File: src/rtl/vga_pkg.sv
// Shared VGA framebuffer definitions: screen geometry, coordinate type,
// fixed-point sqrt(3) fractions, FSM states and octant point helper.
package vga_pkg;

  localparam int SCREEN_W = 160;
  localparam int SCREEN_H = 120;
  localparam int COORD_W  = 12;

  typedef logic signed [COORD_W-1:0] coord_t;

  typedef struct packed {
    coord_t x;
    coord_t y;
  } point_t;

  // d*sqrt(3)/6 ~= d*37/128, d*sqrt(3)/3 ~= d*74/128
  localparam logic [7:0] SQRT3_6_NUM = 8'd37;
  localparam logic [7:0] SQRT3_3_NUM = 8'd74;
  localparam int         FRAC_SHIFT  = 7;

  typedef enum logic [2:0] {
    ST_IDLE,
    ST_SETUP,
    ST_LOAD,
    ST_OCT,
    ST_DONE
  } state_t;

  // (d * num) >> FRAC_SHIFT, as a non-negative coordinate
  function automatic coord_t scale_frac(input logic [7:0] d, input logic [7:0] num);
    logic [15:0] prod;
    prod = {8'd0, d} * {8'd0, num};
    return coord_t'(prod >> FRAC_SHIFT);
  endfunction

  // One of the eight symmetric points of a circle octant offset (ox, oy)
  function automatic point_t octant_point(input coord_t x, input coord_t y,
                                          input coord_t ox, input coord_t oy,
                                          input logic [2:0] o);
    point_t p;
    case (o)
      3'd0:    begin p.x = x + ox; p.y = y + oy; end
      3'd1:    begin p.x = x + oy; p.y = y + ox; end
      3'd2:    begin p.x = x - ox; p.y = y + oy; end
      3'd3:    begin p.x = x - oy; p.y = y + ox; end
      3'd4:    begin p.x = x - ox; p.y = y - oy; end
      3'd5:    begin p.x = x - oy; p.y = y - ox; end
      3'd6:    begin p.x = x + ox; p.y = y - oy; end
      default: begin p.x = x + oy; p.y = y - ox; end
    endcase
    return p;
  endfunction

endpackage

File: src/rtl/circle_core.sv
// Bresenham circle stepper: one registered candidate point per clock,
// eight octant points per (ox, oy) step. A load pulse restarts it.
module circle_core
  import vga_pkg::*;
(
  input  logic   clk,
  input  logic   rst_n,
  input  logic   load,
  input  coord_t cx,
  input  coord_t cy,
  input  coord_t r,
  output coord_t cand_x,
  output coord_t cand_y,
  output logic   valid,
  output logic   last
);

  coord_t     ox, oy, crit;
  coord_t     ctr_x, ctr_y;
  logic [2:0] oct;
  logic       active;

  coord_t     ox_n, oy_n, crit_n;
  logic       more_n;
  point_t     cur, first;

  // Next Bresenham step and the candidate for the current octant
  always_comb begin
    oy_n = oy + coord_t'(1);
    if (crit[COORD_W-1] || (crit == '0)) begin
      ox_n   = ox;
      crit_n = crit + (oy_n <<< 1) + coord_t'(1);
    end else begin
      ox_n   = ox - coord_t'(1);
      crit_n = crit + ((oy_n - ox_n) <<< 1) + coord_t'(1);
    end
    more_n = (oy_n <= ox_n);
    cur    = octant_point(ctr_x, ctr_y, ox, oy, oct);
    first  = octant_point(cx, cy, r, '0, 3'd0);
  end

  // The load cycle itself registers octant 0; oct then points at the next one
  always_ff @(posedge clk or negedge rst_n) begin
    if (!rst_n) begin
      ox     <= '0;
      oy     <= '0;
      crit   <= '0;
      ctr_x  <= '0;
      ctr_y  <= '0;
      oct    <= '0;
      active <= 1'b0;
      cand_x <= '0;
      cand_y <= '0;
      valid  <= 1'b0;
      last   <= 1'b0;
    end else if (load) begin
      ctr_x  <= cx;
      ctr_y  <= cy;
      ox     <= r;
      oy     <= '0;
      crit   <= coord_t'(1) - r;
      oct    <= 3'd1;
      active <= 1'b1;
      cand_x <= first.x;
      cand_y <= first.y;
      valid  <= 1'b1;
      last   <= 1'b0;
    end else if (active) begin
      cand_x <= cur.x;
      cand_y <= cur.y;
      valid  <= 1'b1;
      oct    <= oct + 3'd1;
      last   <= 1'b0;
      if (oct == 3'd7) begin
        ox   <= ox_n;
        oy   <= oy_n;
        crit <= crit_n;
        if (!more_n) begin
          active <= 1'b0;
          last   <= 1'b1;
        end
      end
    end else begin
      valid <= 1'b0;
      last  <= 1'b0;
    end
  end

endmodule

File: src/rtl/reuleaux.sv
// Reuleaux triangle outline plotter: three clipped, arc-filtered circles
// centred on the corners of an equilateral triangle.
module reuleaux
  import vga_pkg::*;
(
  input  logic       clk,
  input  logic       rst_n,
  input  logic [2:0] colour,
  input  logic [7:0] centre_x,
  input  logic [6:0] centre_y,
  input  logic [7:0] diameter,
  input  logic       start,
  output logic       done,
  output logic [7:0] vga_x,
  output logic [6:0] vga_y,
  output logic [2:0] vga_colour,
  output logic       vga_plot
);

  state_t     state;
  logic [2:0] colour_r;
  logic [7:0] cx_r;
  logic [6:0] cy_r;
  logic [7:0] d_r;
  logic [1:0] circ;
  coord_t     c1x, c1y, c2x, c3x, c3y;

  coord_t     cx_e, cy_e, half_d, h6, h3, radius;
  coord_t     core_cx, core_cy;
  coord_t     cand_x, cand_y;
  logic       core_valid, core_last, core_load;
  logic       on_screen, arc_ok;

  // Corner arithmetic operands and the circle centre for the active arc
  always_comb begin
    cx_e      = coord_t'(cx_r);
    cy_e      = coord_t'(cy_r);
    half_d    = coord_t'(d_r >> 1);
    h6        = scale_frac(d_r, SQRT3_6_NUM);
    h3        = scale_frac(d_r, SQRT3_3_NUM);
    radius    = coord_t'(d_r);
    core_load = (state == ST_LOAD);
    case (circ)
      2'd0:    begin core_cx = c1x; core_cy = c1y; end
      2'd1:    begin core_cx = c2x; core_cy = c1y; end
      default: begin core_cx = c3x; core_cy = c3y; end
    endcase
  end

  circle_core u_core (
    .clk    (clk),
    .rst_n  (rst_n),
    .load   (core_load),
    .cx     (core_cx),
    .cy     (core_cy),
    .r      (radius),
    .cand_x (cand_x),
    .cand_y (cand_y),
    .valid  (core_valid),
    .last   (core_last)
  );

  // Screen clipping and per-arc filter on the registered candidate
  always_comb begin
    on_screen = !cand_x[COORD_W-1] && (cand_x <= coord_t'(SCREEN_W - 1)) &&
                !cand_y[COORD_W-1] && (cand_y <= coord_t'(SCREEN_H - 1));
    case (circ)
      2'd0:    arc_ok = (cand_x <= c3x) && (cand_y <= c1y);
      2'd1:    arc_ok = (cand_x >= c3x) && (cand_y <= c1y);
      default: arc_ok = (cand_y >= c1y);
    endcase
    vga_plot   = core_valid && on_screen && arc_ok;
    vga_x      = cand_x[7:0];
    vga_y      = cand_y[6:0];
    vga_colour = colour_r;
    done       = (state == ST_DONE);
  end

  // Handshake FSM, input capture and corner registration
  always_ff @(posedge clk or negedge rst_n) begin
    if (!rst_n) begin
      state    <= ST_IDLE;
      colour_r <= '0;
      cx_r     <= '0;
      cy_r     <= '0;
      d_r      <= '0;
      circ     <= '0;
      c1x      <= '0;
      c1y      <= '0;
      c2x      <= '0;
      c3x      <= '0;
      c3y      <= '0;
    end else begin
      case (state)
        ST_IDLE: begin
          if (start) begin
            colour_r <= colour;
            cx_r     <= centre_x;
            cy_r     <= centre_y;
            d_r      <= diameter;
            circ     <= '0;
            state    <= ST_SETUP;
          end
        end
        ST_SETUP: begin
          c1x   <= cx_e + half_d;
          c1y   <= cy_e + h6;
          c2x   <= cx_e - half_d;
          c3x   <= cx_e;
          c3y   <= cy_e - h3;
          state <= ST_LOAD;
        end
        ST_LOAD: begin
          state <= ST_OCT;
        end
        ST_OCT: begin
          // last is seen while the final candidate is on the outputs
          if (core_last) begin
            if (circ == 2'd2) begin
              state <= ST_DONE;
            end else begin
              circ  <= circ + 2'd1;
              state <= ST_LOAD;
            end
          end
        end
        ST_DONE: begin
          if (!start) state <= ST_IDLE;
        end
        default: state <= ST_IDLE;
      endcase
    end
  end

endmodule

File: config.mk
export PLATFORM = sky130hd
export DESIGN_NAME = reuleaux
export DESIGN_NICKNAME = d
export VERILOG_FILES = /design/src/rtl/vga_pkg.sv /design/src/rtl/circle_core.sv /design/src/rtl/reuleaux.sv
export SDC_FILE = /design/constraint.sdc
export NUM_CORES = 1
export LEC_CHECK = 0
export ABC_AREA = 1
export CAP_MARGIN = 10
export CORE_AREA = 2 2 208 210
export CTS_CLUSTER_DIAMETER = 150
export DETAILED_ROUTE_END_ITERATION = 12
export DIE_AREA = 0 0 210 212
export PLACE_DENSITY_LB_ADDON = 0.25
export SKIP_CTS_REPAIR_TIMING = 1
export SLEW_MARGIN = 20
export SYNTH_ARGS = -nofsm -noshare
export SYNTH_HDL_FRONTEND = slang
export SYNTH_HIERARCHICAL = 1
export SYNTH_SLANG_ARGS = --single-unit
File: constraint.sdc
create_clock -name clk -period 4.75 [get_ports clk]
set_clock_uncertainty 0.2 [all_clocks]
set_input_delay 0.95 -clock clk [delete_from_list [all_inputs] [get_ports clk]]
set_output_delay 0.95 -clock clk [all_outputs]
set_load 0.1 [all_outputs]
Word level (Yosys, flattened, before mapping):

Cells that the tools add are included.

* input bits: 29
* output and inout port bits: 20
* register bits after elaboration: 177

* order comparisons: 7
* $mul: 2
* equality and inequality tests: 17
* reduce and logical (&&, ||, !) cells: 22
* muxes and demuxes: 40
* $add $sub $neg: 23

Operator list (number)
* 12-bit 2-to-1 mux: 16
* 24-bit one-hot mux with 7 select lines: 1
* 12-bit adder: 6
* 12-bit subtractor: 4
* 12-bit by 2-bit adder with 12-bit output, second input constant: 3
* 8-bit by 6-bit multiplier with 14-bit output, second input constant: 2
* 12-bit less-or-equal comparator: 2
* 12-bit one-hot mux with 2 select lines: 1
* 3-bit 2-to-1 mux: 6
* 3-bit == test, second input constant: 5
* 3-bit one-hot mux with 5 select lines: 1
* 12-bit by 9-bit adder with 12-bit output: 1
* 3-bit by 2-bit == test with 1-bit output, second input constant: 4
* 12-bit greater-or-equal comparator: 1
* 12-bit by 9-bit greater-or-equal comparator with 1-bit output: 1
* 12-bit by 8-bit less-or-equal comparator with 1-bit output, second input constant: 1
* 12-bit by 9-bit less-or-equal comparator with 1-bit output: 1
* 12-bit by 9-bit less-or-equal comparator with 1-bit output, second input constant: 1
* 12-bit logical NOT: 1
* 12-bit by 2-bit subtractor with 12-bit output, second input constant: 1
* 11-bit subtractor: 1
* 1-bit 2-to-1 mux: 10
* 8-bit by 7-bit adder with 9-bit output: 1
* 1-bit by 8-bit subtractor with 9-bit output, first input constant: 1
* 23 further kinds: 39

Longest topological paths before layout:

* depth in word-level cells: 8
* depth in mapped cells: 26
* mapped depth without buffers: 26

Hierarchy:

Netlist, hierarchy kept.

By module, submodules not included
* circle_core: instances 1, area each 11469.8 um^2, cells each 1699
* reuleaux: instances 1, area each 5272.6 um^2, cells each 667

Worst setup path before layout:

No wires, ideal clock.

* kind: reg-to-output
* from: register u_core.cand_x[7]
* to: output port vga_plot
* data arrival time: 3.291 ns
* cell stages (with the launch flop): 9
* setup slack: 0.309 ns
* path through: dfrtp_1 ha_1 a21oi_1 nand2_1 nor2_1 nand3_1 nand3_1 nand2_1 a21oi_1

* word-level cells in the longest chain between the ends: 6

Ends and longest elaborated chain
* start: declaration: line circle_core.sv:12 `output coord_t cand_x,`
* start signal: assignment: line circle_core.sv:64 `cand_x <= first.x;`
* start signal: assignment: line circle_core.sv:69 `cand_x <= cur.x;`
* 12-bit by 9-bit less-or-equal comparator with 1-bit output: line reuleaux.sv:65 `on_screen = !cand_x[COORD_W-1] && (cand_x <= coord_t'(SCREEN_W - 1)) &&`
* 1-bit logical AND (2 in series): line reuleaux.sv:65
* 1-bit logical AND: line reuleaux.sv:66 `!cand_y[COORD_W-1] && (cand_y <= coord_t'(SCREEN_H - 1));`
* 1-bit logical AND: line reuleaux.sv:72 `vga_plot = core_valid && on_screen && arc_ok;`
* 1-bit logical AND (*): line reuleaux.sv:72
* end: declaration: line reuleaux.sv:17 `output logic vga_plot`

Mark *: on every way between the ends. The rest lies on a longest branch, timed or not.

Worst setup path after layout:

* from: register d_r[6]
* to: register c3y[5]

* word-level cells in the longest chain between the ends: 2

Ends and longest elaborated chain
* start: declaration: line reuleaux.sv:24 `logic [7:0] d_r;`
* start signal: assignment: line reuleaux.sv:100 `d_r <= diameter;`
* 8-bit by 6-bit multiplier with 14-bit output: line vga_pkg.sv:32 `prod = {8'd0, d} * {8'd0, num};`
* 7-bit by 8-bit subtractor with 9-bit output: line reuleaux.sv:110 `c3y <= cy_e - h3;`
* end signal: assignment: line reuleaux.sv:110
* end: declaration: line reuleaux.sv:26 `coord_t c1x, c1y, c2x, c3x, c3y;`

No other way between the ends.
A chain may end at the register's enable or synchronous reset.

==> metrics.md <==
| Metric | Value |
|---|---|
| Psw | `between 0.6 and 0.7 mW` |
| CTS HTree Levels | `4` |
| Gp weighted congestion | `roughly 0.95` |
| R2r worst-path depth | `18` |
| CTS buffer count | `17` |
| Clk slew on worst S/H paths | `~0.08 ns` |
| DR vias/cell | `5.449` |
| Final period demand of the worst path | `between 4 and 5 ns` |
| Clk pwr share | `50.5%` |
| Synthesized flop and latch total | `163` |
| Global-route wire length before repair | `88.79 mm` |
| Status | `finished clean` |
| Setup TNS | `0 ns` |
| Hold Path Class | `register to register` |
| Syn_area_per_cell | `7.076 um^2` |
| Setup CP Type | `register to register` |
| HPWL Detailed | `between 40 and 50 mm` |
| Area grow syn2layout | `10.76%` |
| Logic gate share of total power | `approximately 2.1%` |
| Seq/Total Area, Yosys | `24.36%` |
| Nets | `between 2000 and 3000` |
| Starting Density | `between 30% and 40%` |
| Asr flop ratio synth | `100.0%` |
| Share of layout cells above drive strength 1 | `6.445%` |
| Pint | `between 2 and 2.5 mW` |
| Cell taking the most area after synthesis | `dfrtp_1` |
| # port buffers | `between 40 and 50` |
| Max cap viols | `0` |
| Placeable core area | `between 0.04 and 0.05 mm^2` |
| Fmax | `between 200 and 250 MHz` |
| Die area | `0.04452 mm^2` |
| Period utilisation layout | `91.87%` |
| GR Overflow Total | `0` |
| Clk_lat worst skew | `~0.45 ns` |
| Crit path DAT | `4.55 ns` |
| Worst slew pin tran | `1.012 ns` |
| Routed len/inst | `18.82 um` |
| Vias in the first global route | `about 16000` |
| Num Clock Sinks | `163` |
| Clk buf depth | `2` |
| RSZ-0062 raised after global routing | `false` |
| Power Dens Cells | `157.7 mW/mm^2` |
| Dpl ws | `around 0.38 ns` |
| Ranking of synthesized cells by area | `dfrtp_1, ha_1, nand2_1` |
| Slew HR | `roughly a third` |
| DRC viols | `0` |
| Max Slew Vio Count | `0` |
| GRT Total Usage | `25.79%` |
| Commonest non-fill, non-tap cell in the layout | `nand2_1` |
| Yosys warns | `6` |
| Ys flop type | `dfrtp_1` |
| Share of the core filled with cells | `between 40% and 50%` |
| # rows | `76` |
| Yosys top cell area share | `approximately 24%` |
| First-pass DRT Iterations | `5` |
| ANT nets after route | `0` |
| Vias | `16250` |
| Seq pwr share | `between 40% and 50%` |
| Synthesized area | `~0.017 mm^2` |
| Root Driver | `clkbuf_16` |
| Crit Path Max Fanout | `9` |
| Fillers | `~4300` |
| Hold Fails Final Rpt | `0` |
| Chip width | `between 200 and 250 um` |
| Largest net degree at the start of global routing | `92` |
| Synth cell types | `64` |
| Switch share | `23.56%` |
| Gate Count Post-Synth | `2366` |
| Setup violators final | `0` |
| Startpoint types | `register` |
| Hold Crit Depth | `2` |
| CTS tree | `built` |
| Fin worst setup slack | `a little under 0.4 ns` |
| Starting DRC count in detailed routing | `between 1000 and 1500` |
| Most frequent cells in the layout | `nand2_1, inv_1, ha_1` |
| Antenna violations before repair | `1` |
| Top Ports | `~50` |
| Die Ht | `212 um` |
| Wirelength, routed | `between 50 and 60 mm` |
| VDD IR-drop max | `0.2299 mV` |
| Static leakage | `between 9 and 10 nW` |
| Number of synthesized flops with an enable pin | `0` |
| Crit path capture type | `register` |
| Critical path required time | `around 4.9 ns` |
==> sequential cells by signal, summed over array words and instances, names as in the netlist, 9 cells and up <==
name,count
u_core/ox,12
c2x,9
u_core/oy,12
u_core/ctr_x,12
u_core/cand_x,12
u_core/ctr_y,12
u_core/cand_y,12
u_core/crit,12
c3y,9
==> critical path, stage by stage (launching register included) <==
cell and delay, ns:
dfrtp_1 0.62, ha_1 0.32, ha_1 0.29, fa_1 0.44
ha_1 0.34, a21oi_1 0.23, nand2_1 0.08, nand2_1 0.08
nand2_1 0.10, xor2_1 0.20, inv_1 0.10, ha_1 0.35
nand2_1 0.06, o21ai_0 0.33, nand2_1 0.13, o21bai_1 0.17
or2_2 0.13, nand3_1 0.05, nand2_1 0.07
==> stage by stage <==
stage	hold slack, ns	std cells	total power [mW]	area, um^2
global placement	0.2679	2950	1.477	17920
floorplan	0.2490	2379	1.422	16790
CTS	0.2862	2982	2.955	18530
detailed placement	0.2695	2950	1.477	17920
finish	0.2871	2983	2.925	18540
global route	0.3103	2982	3.013	18540
==> Yosys cell counts, types with 5 or more instances <==
library cell,n
ha_1,219
buf_4,5
nor2_1,171
o211ai_1,11
dfrtp_1,163
o21ai_1,16
a31oi_1,9
xor2_1,60
o22ai_1,15
xnor2_1,22
or2_1,5
a21o_1,13
inv_2,14
nand4_1,36
a21boi_0,7
buf_6,7
a22oi_1,6
mux2_2,15
nand2_1,573
or2_2,10
fa_1,19
nor3_1,27
o2111ai_1,8
o21bai_1,18
nor2_2,8
nand3_1,159
a21oi_2,5
buf_2,22
inv_1,290
nand2_2,8
a21oi_1,173
o221ai_1,18
o21ai_0,154
clkbuf_1,21
==> kinds of logic after synthesis <==
| kind of cell | count (synthesis) | synth area share (%) |
|---|---|---|
| mux | 15 | 1.009 |
| other cells | 1 | 0.02240 |
| buf+inv | 363 | 8.736 |
| xor+xnor | 82 | 4.290 |
| compound gates | 483 | 16.84 |
| fa+ha+maj | 238 | 18.64 |
| simple gates | 1021 | 26.10 |
| flops | 163 | 24.36 |
==> final timing paths <==
check | endpoint | from | slack (ns)
min reg2reg | c1y[6] | c1y[6] | 0.29
max reg2reg | c3y[5] | d_r[6] | 0.39
min in group asynchronous | c3y[3] | rst_n | 0.38
max | c3y[5] | d_r[6] | 0.39
min | c1y[6] | c1y[6] | 0.29
max in group asynchronous | u_core/ox[2] | rst_n | 3.04
==> per-layer routing <==
metal,wire length [um],global-route usage [%],up-vias
li1,-,-,7993
met1,25000,33.44,7677
met2,25600,42.42,472
met3,3005,3.988,110
met4,2520,11.86,2
met5,13,0,-
==> power groups by stage <==
stage,clock [mW],combinational (mW),sequential (mW)
after floorplan,0,0.00755,1.41
after global placement,0,0.0629,1.41
after detailed placement,0,0.0632,1.41
after CTS,1.50,0.0633,1.39
after global routing,1.56,0.0706,1.39
final,1.48,0.0613,1.39
==> cell type report <==
type                            instances  area (um^2)  share of cell area (%)
Antenna cell                            1        2.502                 0.01349
Clock buffer                           20        456.7                   2.463
Sequential cell                       163         4083                   22.02
Timing Repair Buffer                   83        754.5                   4.069
Multi-Input combinational cell       1853        11260                   60.72
Clock inverter                         12        158.9                  0.8569
Tap cell                              546        683.2                   3.684
Inverter                              305         1145                   6.174
(Power assumes the default switching activity.)
